--- src/rtl/commit_trace_buffer.sv ---
// -----------------------------------------------------------------------------
// commit_trace_buffer
//
// Purpose:
//   Sits behind the single-cycle core and records its retire stream. Each
//   retire event (update_i && enable_i) takes the next sequence number and is
//   written into a FIFO. Records drain to a trace sink over a valid/ready
//   handshake. If an event arrives while the FIFO is full and nothing is being
//   popped, the event is dropped: its sequence number is still used up, so the
//   sink sees a gap in tr_seq_o. A sticky overflow flag and a saturating drop
//   counter report the losses.
//
// Ports:
//   clk_i, rst_i        clock; synchronous active-high reset
//   enable_i            capture enable (0: update_i ignored, no seq use)
//   update_i            core retired an instruction this cycle
//   pc_i, instr_i       retired pc and instruction word
//   reg_addr_i/data_i   destination register (0 = none) and its write data
//   mem_addr_i/data_i   store address and store data
//   tr_valid_o/ready_i  head-record handshake towards the trace sink
//   tr_seq_o .. tr_mem_data_o   head record fields (all 0 when empty)
//   count_o             current FIFO occupancy, 0..DEPTH
//   overflow_o          sticky, set on the first dropped event
//   drop_cnt_o          number of dropped events, saturating
// -----------------------------------------------------------------------------
module commit_trace_buffer #(
  parameter int XLEN  = 32,
  parameter int DEPTH = 16,
  parameter int SEQW  = 16,
  parameter int CNTW  = 16
) (
  input  logic                     clk_i,
  input  logic                     rst_i,
  input  logic                     enable_i,
  input  logic                     update_i,
  input  logic [XLEN-1:0]          pc_i,
  input  logic [XLEN-1:0]          instr_i,
  input  logic [4:0]               reg_addr_i,
  input  logic [XLEN-1:0]          reg_data_i,
  input  logic [XLEN-1:0]          mem_addr_i,
  input  logic [XLEN-1:0]          mem_data_i,
  output logic                     tr_valid_o,
  input  logic                     tr_ready_i,
  output logic [SEQW-1:0]          tr_seq_o,
  output logic [XLEN-1:0]          tr_pc_o,
  output logic [XLEN-1:0]          tr_instr_o,
  output logic [4:0]               tr_rd_o,
  output logic [XLEN-1:0]          tr_rd_data_o,
  output logic [XLEN-1:0]          tr_mem_addr_o,
  output logic [XLEN-1:0]          tr_mem_data_o,
  output logic [$clog2(DEPTH):0]   count_o,
  output logic                     overflow_o,
  output logic [CNTW-1:0]          drop_cnt_o
);

  localparam int AW = $clog2(DEPTH);
  localparam logic [AW:0] FULL_COUNT = (AW + 1)'(DEPTH);

  // Record storage, one array per field. Not reset: entries are only
  // observable through the head pointer while count_q is nonzero.
  logic [SEQW-1:0] seq_mem      [DEPTH];
  logic [XLEN-1:0] pc_mem       [DEPTH];
  logic [XLEN-1:0] instr_mem    [DEPTH];
  logic [4:0]      rd_mem       [DEPTH];
  logic [XLEN-1:0] rd_data_mem  [DEPTH];
  logic [XLEN-1:0] mem_addr_mem [DEPTH];
  logic [XLEN-1:0] mem_data_mem [DEPTH];

  logic [AW-1:0]   wr_ptr_q;
  logic [AW-1:0]   rd_ptr_q;
  logic [AW:0]     count_q;
  logic [SEQW-1:0] seq_q;
  logic            overflow_q;
  logic [CNTW-1:0] drop_cnt_q;

  logic            event_w;
  logic            fifo_empty;
  logic            fifo_full;
  logic            pop_w;
  logic            push_w;
  logic            drop_w;
  logic [XLEN-1:0] rd_data_w;

  assign event_w    = update_i & enable_i;
  assign fifo_empty = (count_q == '0);
  assign fifo_full  = (count_q == FULL_COUNT);
  assign pop_w      = ~fifo_empty & tr_ready_i;
  // A full FIFO still accepts a push when the head leaves in the same cycle.
  assign push_w     = event_w & (~fifo_full | pop_w);
  assign drop_w     = event_w & fifo_full & ~pop_w;
  assign rd_data_w  = (reg_addr_i == 5'd0) ? '0 : reg_data_i;

  // Pointers, occupancy, sequence counter and drop bookkeeping. Pointers wrap
  // naturally because DEPTH is a power of two. The sequence number advances
  // on every event, dropped or not, which is what makes drops visible as gaps.
  always_ff @(posedge clk_i) begin
    if (rst_i) begin
      wr_ptr_q   <= '0;
      rd_ptr_q   <= '0;
      count_q    <= '0;
      seq_q      <= '0;
      overflow_q <= 1'b0;
      drop_cnt_q <= '0;
    end else begin
      if (push_w) begin
        wr_ptr_q <= wr_ptr_q + 1'b1;
      end
      if (pop_w) begin
        rd_ptr_q <= rd_ptr_q + 1'b1;
      end
      if (push_w && !pop_w) begin
        count_q <= count_q + 1'b1;
      end else if (pop_w && !push_w) begin
        count_q <= count_q - 1'b1;
      end
      if (event_w) begin
        seq_q <= seq_q + 1'b1;
      end
      if (drop_w) begin
        overflow_q <= 1'b1;
        if (drop_cnt_q != '1) begin
          drop_cnt_q <= drop_cnt_q + 1'b1;
        end
      end
    end
  end

  // Tail write of the packed record.
  always_ff @(posedge clk_i) begin
    if (push_w && !rst_i) begin
      seq_mem[wr_ptr_q]      <= seq_q;
      pc_mem[wr_ptr_q]       <= pc_i;
      instr_mem[wr_ptr_q]    <= instr_i;
      rd_mem[wr_ptr_q]       <= reg_addr_i;
      rd_data_mem[wr_ptr_q]  <= rd_data_w;
      mem_addr_mem[wr_ptr_q] <= mem_addr_i;
      mem_data_mem[wr_ptr_q] <= mem_data_i;
    end
  end

  // Head record comes straight from storage registers addressed by the
  // registered read pointer, so it only changes at a clock edge and holds
  // while the sink stalls. Fields are forced to 0 when the FIFO is empty so
  // stale entries never leak out.
  assign tr_valid_o    = ~fifo_empty;
  assign tr_seq_o      = fifo_empty ? '0 : seq_mem[rd_ptr_q];
  assign tr_pc_o       = fifo_empty ? '0 : pc_mem[rd_ptr_q];
  assign tr_instr_o    = fifo_empty ? '0 : instr_mem[rd_ptr_q];
  assign tr_rd_o       = fifo_empty ? '0 : rd_mem[rd_ptr_q];
  assign tr_rd_data_o  = fifo_empty ? '0 : rd_data_mem[rd_ptr_q];
  assign tr_mem_addr_o = fifo_empty ? '0 : mem_addr_mem[rd_ptr_q];
  assign tr_mem_data_o = fifo_empty ? '0 : mem_data_mem[rd_ptr_q];

  assign count_o    = count_q;
  assign overflow_o = overflow_q;
  assign drop_cnt_o = drop_cnt_q;

endmodule

--- config.mk ---
export PLATFORM = sky130hd
export DESIGN_NAME = commit_trace_buffer
export DESIGN_NICKNAME = d
export VERILOG_FILES = /design/src/rtl/commit_trace_buffer.sv
export SDC_FILE = /design/constraint.sdc
export NUM_CORES = 2
export LEC_CHECK = 0
export CAP_MARGIN = 10
export CORE_MARGIN = 1.5
export CORE_UTILIZATION = 31
export DETAILED_ROUTE_END_ITERATION = 7
export PLACE_DENSITY = 0.44
export SYNTH_ARGS = -nofsm -noshare
export SYNTH_HDL_FRONTEND = slang
export SYNTH_SLANG_ARGS = --single-unit
--- constraint.sdc ---
create_clock -name clk_i -period 43.7 [get_ports clk_i]
set_clock_uncertainty 0.05 [all_clocks]
set_input_delay 6.555 -clock clk_i [delete_from_list [all_inputs] [get_ports clk_i]]
set_output_delay 6.555 -clock clk_i [all_outputs]
set_load 0.05 [all_outputs]
==> flow_summary_export.csv <==
group,metric,value,unit
cts,cts_buffers,335,
synthesis,async_flop_share,0,
synthesis,synth_xor_xnor_area_share,0.00227,
floorplan,die_w,603,µm
setup_path,cp.arrival,7.00,ns
floorplan,rows,220,
floorplan,die_h,603,µm
floorplan,pin_count,374,
synthesis,synth_ff_type,"edfxtp_1",
synthesis,ys_seq_area_frac,0.787,
route,drc_errors,0,
grt,antenna_found_initial,58,
route,dr.pass1.iters,5,
place,dp_hpwl,146000,µm
timing,rsz0062_at_grt,"no",
timing,setup_tns,0,ns
layout,num-fill-cells,32715,
synthesis,synthMuxAreaShare,0.179,
worst_hold_path,min_path_type,"flip-flop to flip-flop",
grt,grt_first_pass_wirelength,426000,µm
timing,setup_viol,0,
synthesis,synth_warnings,0,
timing,hold_viol_final,0,
place,gp_congestion,0.688,
grt,grt.total_usage,0.164,
setup_path,r2r_cells,9,
setup_path,required,37.10,ns
layout,final_cell_mix,"edfxtp_1 (2896), mux4_2 (723), clkdlybuf4s50_1 (372)",
timing,report.final.slew_viol_count,0,
route,vias,51370,
worst_hold_path,worstHoldStart,"overflow_o",
cts,cts.repair.resized,0,
timing,max-slew-margin-rel,0.240,
pwr,power.leakage,0.0393,µW
grt,grt_max_degree,135,
layout,final_common_cell,"edfxtp_1",
cts,cts-hold-fix-buffers,0,
layout,stdcell_count,10359,
cts,cts.sinks,2946,
setup_path,worst_setup_path_end_kind,"output port",
synthesis,synth_cell_type_count,40,
synthesis,ys_ff_latch,2946,
timing,fin_crit_sh,0.311,
setup_path,path_class,"flip-flop to output port",
route,avgRoutedWirePerCell,29.1,µm
synthesis,yosys-top-cells-area,"edfxtp_1 (78%), mux4_2 (15%), mux2i_1 (3.3%)",
synthesis,synth_top_area_frac,0.778,
place,port_buffers,373,
route,drt-vias-per-instance,4.96,
synthesis,netlist_area,112000,µm²
place,placed_cells,9740,
synthesis,synth_edf_count,2896,
synthesis,synth_top_family_by_area,"multiplexers",
cts,cts_setup_buffers,0,
worst_hold_path,min_to,"overflow_o",
cts,cts-root-buf,"clkbuf_16",
floorplan,initial_core_util,0.311,
layout,layout-drive-gt1-share,0.240,
timing,fin_crit,13.60,ns
synthesis,synth_fa_ha_area_frac,0.00141,
pwr,fin_total_pwr,7880,µW
route,wl,302000,µm
timing,whs,0.433,ns
route,dr.first_iter.drc_count,3973,
outcome,outcome,"finished, final reports clean",
setup_path,worstReg2RegEnd,"rd_data_mem[5][22]",
layout,nets,5486,
grt,grt_pass1_vias,55499,
synthesis,yosys.area_share.simple,0.00831,
timing,worst_pin_slew,1.14,ns
route,drtAntennaViolNets,0,
synthesis,synth_area_leader_cell,"edfxtp_1",
cts,cts_buffer_depth,4,
setup_path,r2r_slack,38.52,ns
worst_hold_path,hold_path_depth,2,
cts,htreeDepth,5,
grt,grt.overflow.total,0,
pwr,powerDensity,59.4,nW/µm²
timing,fmax,0.0735,GHz
floorplan,dieArea,364000,µm²
cts,cts_tree,"yes",
run,maxCapViolCount,0,
cts,insertion_delay,0.93,ns
synthesis,synth_compound_area_frac,0.0120,
setup_path,r2r_start,"count_o[0]",
synthesis,syn_nets,4922,
pwr,max-vdd-ir-drop,0.0629,mV
setup_path,path_max_fanout,46,
setup_path,crit_path_start_kind,"flip-flop",
floorplan,coreArea,359000,µm²
layout,post-route-util,0.369,
layout,synthToLayoutAreaGrowth,18.6,%
synthesis,syn_inst,4740,
synthesis,synth.avg_cell_area,23.6,µm²
cts,cts.clk_slew.worst_paths,0.06,ns
==> cell usage after synthesis (all sizes together) (5+ instances only) <==
cell type and instances:
nor2 54, ha 11, nand4 7, xnor2 17, nand3 13, or3 12
nor2b 34, a21oi 17, o21ai 11, clkbuf 113, inv 10, nand2 24
nor4 5, mux4 723, mux2i 368, o22ai 181, edfxtp 2896, dfxtp 50
buf 143, nor3 12, xor2 12, nand2b 5
==> worst max-delay path, cell delays in order (launching register included) <==
cell             delay, ns
dfxtp_4               0.62
buf_4                 0.80
buf_4                 0.78
buf_4                 0.86
buf_4                 0.89
mux4_2                0.39
mux2i_1               0.10
o22ai_1               0.51
clkdlybuf4s50_1       0.93
==> cells by family (layout without fill, tap and decap cells) <==
logic type / count (synthesis) / after routing
AO/OA/AOI/OAI: 217 / 217
other: 0 / 13
XOR/XNOR: 29 / 29
adder cells (fa/ha/maj): 12 / 12
flip-flops: 2946 / 2946
buffers and inverters: 266 / 1099
multiplexers: 1091 / 1091
AND/OR/NAND/NOR: 179 / 179
==> worst max-delay path by stage <==
stage | startpoint | endpoint | slack, ns | cells after the start
after global routing | flip-flop | tr_mem_addr_o[31] | 29.34 | 8
after CTS | flip-flop | tr_mem_addr_o[31] | 29.64 | 8
after global placement | flip-flop | tr_mem_addr_o[31] | 30.68 | 8
final | flip-flop | tr_mem_addr_o[31] | 30.10 | 8
after detailed placement | flip-flop | tr_mem_addr_o[31] | 30.70 | 8
after floorplan | update_i | instr_mem[0][0] | 23.07 | 5
==> where the power goes <==
group	switching, µW	total (µW)	internal, µW
Combinational	1200	1930	727
Clock	1170	2820	1650
Sequential	17.0	3130	3120
Total	2380	7880	5490
==> flip-flops by register name (all words and copies together), names as in the netlist, 4 cells and up, named ones only <==
signal / cells
instr_mem: 512
mem_addr_mem: 512
mem_data_mem: 512
pc_mem: 512
rd_data_mem: 512
seq_mem: 256
rd_mem: 80
drop_cnt_o: 16
seq_q: 16
count_o: 5
rd_ptr_q: 4
wr_ptr_q: 4
==> routing by layer <==
metal  part of all wire  wire length (µm)  GRT usage  vias to the layer above
met2               0.50            150000      0.277                     1109
met4              0.019              5760     0.0331                       46
met3              0.052             15600     0.0325                      412
li1                   -                 -          -                    21488
met5            0.00094               285          0                        -
met1               0.43            130000      0.219                    28315
==> stage by stage <==
step / cell area, µm² / setup slack (ns)
2_1_floorplan: 112000 / 23.07
3_3_place_gp: 122000 / 30.68
3_5_place_dp: 122000 / 30.70
4_1_cts: 133000 / 29.64
5_1_grt: 133000 / 29.34
6_report: 133000 / 30.10
==> area by class of cell <==
| class | instances | area (µm²) | share of cell area |
|---|---|---|---|
| antenna | 13 | 32.5 | 0.000245 |
| clock buffer | 394 | 8700 | 0.0656 |
| clock inverter | 212 | 2310 | 0.0174 |
| inverter | 10 | 37.5 | 0.000283 |
| multi-input combinational | 1528 | 22800 | 0.172 |
| sequential | 2946 | 88000 | 0.664 |
| tap | 4773 | 5970 | 0.0450 |
| timing repair buffer | 483 | 4750 | 0.0359 |
No activity file was read; power rests on OpenSTA's default activity.
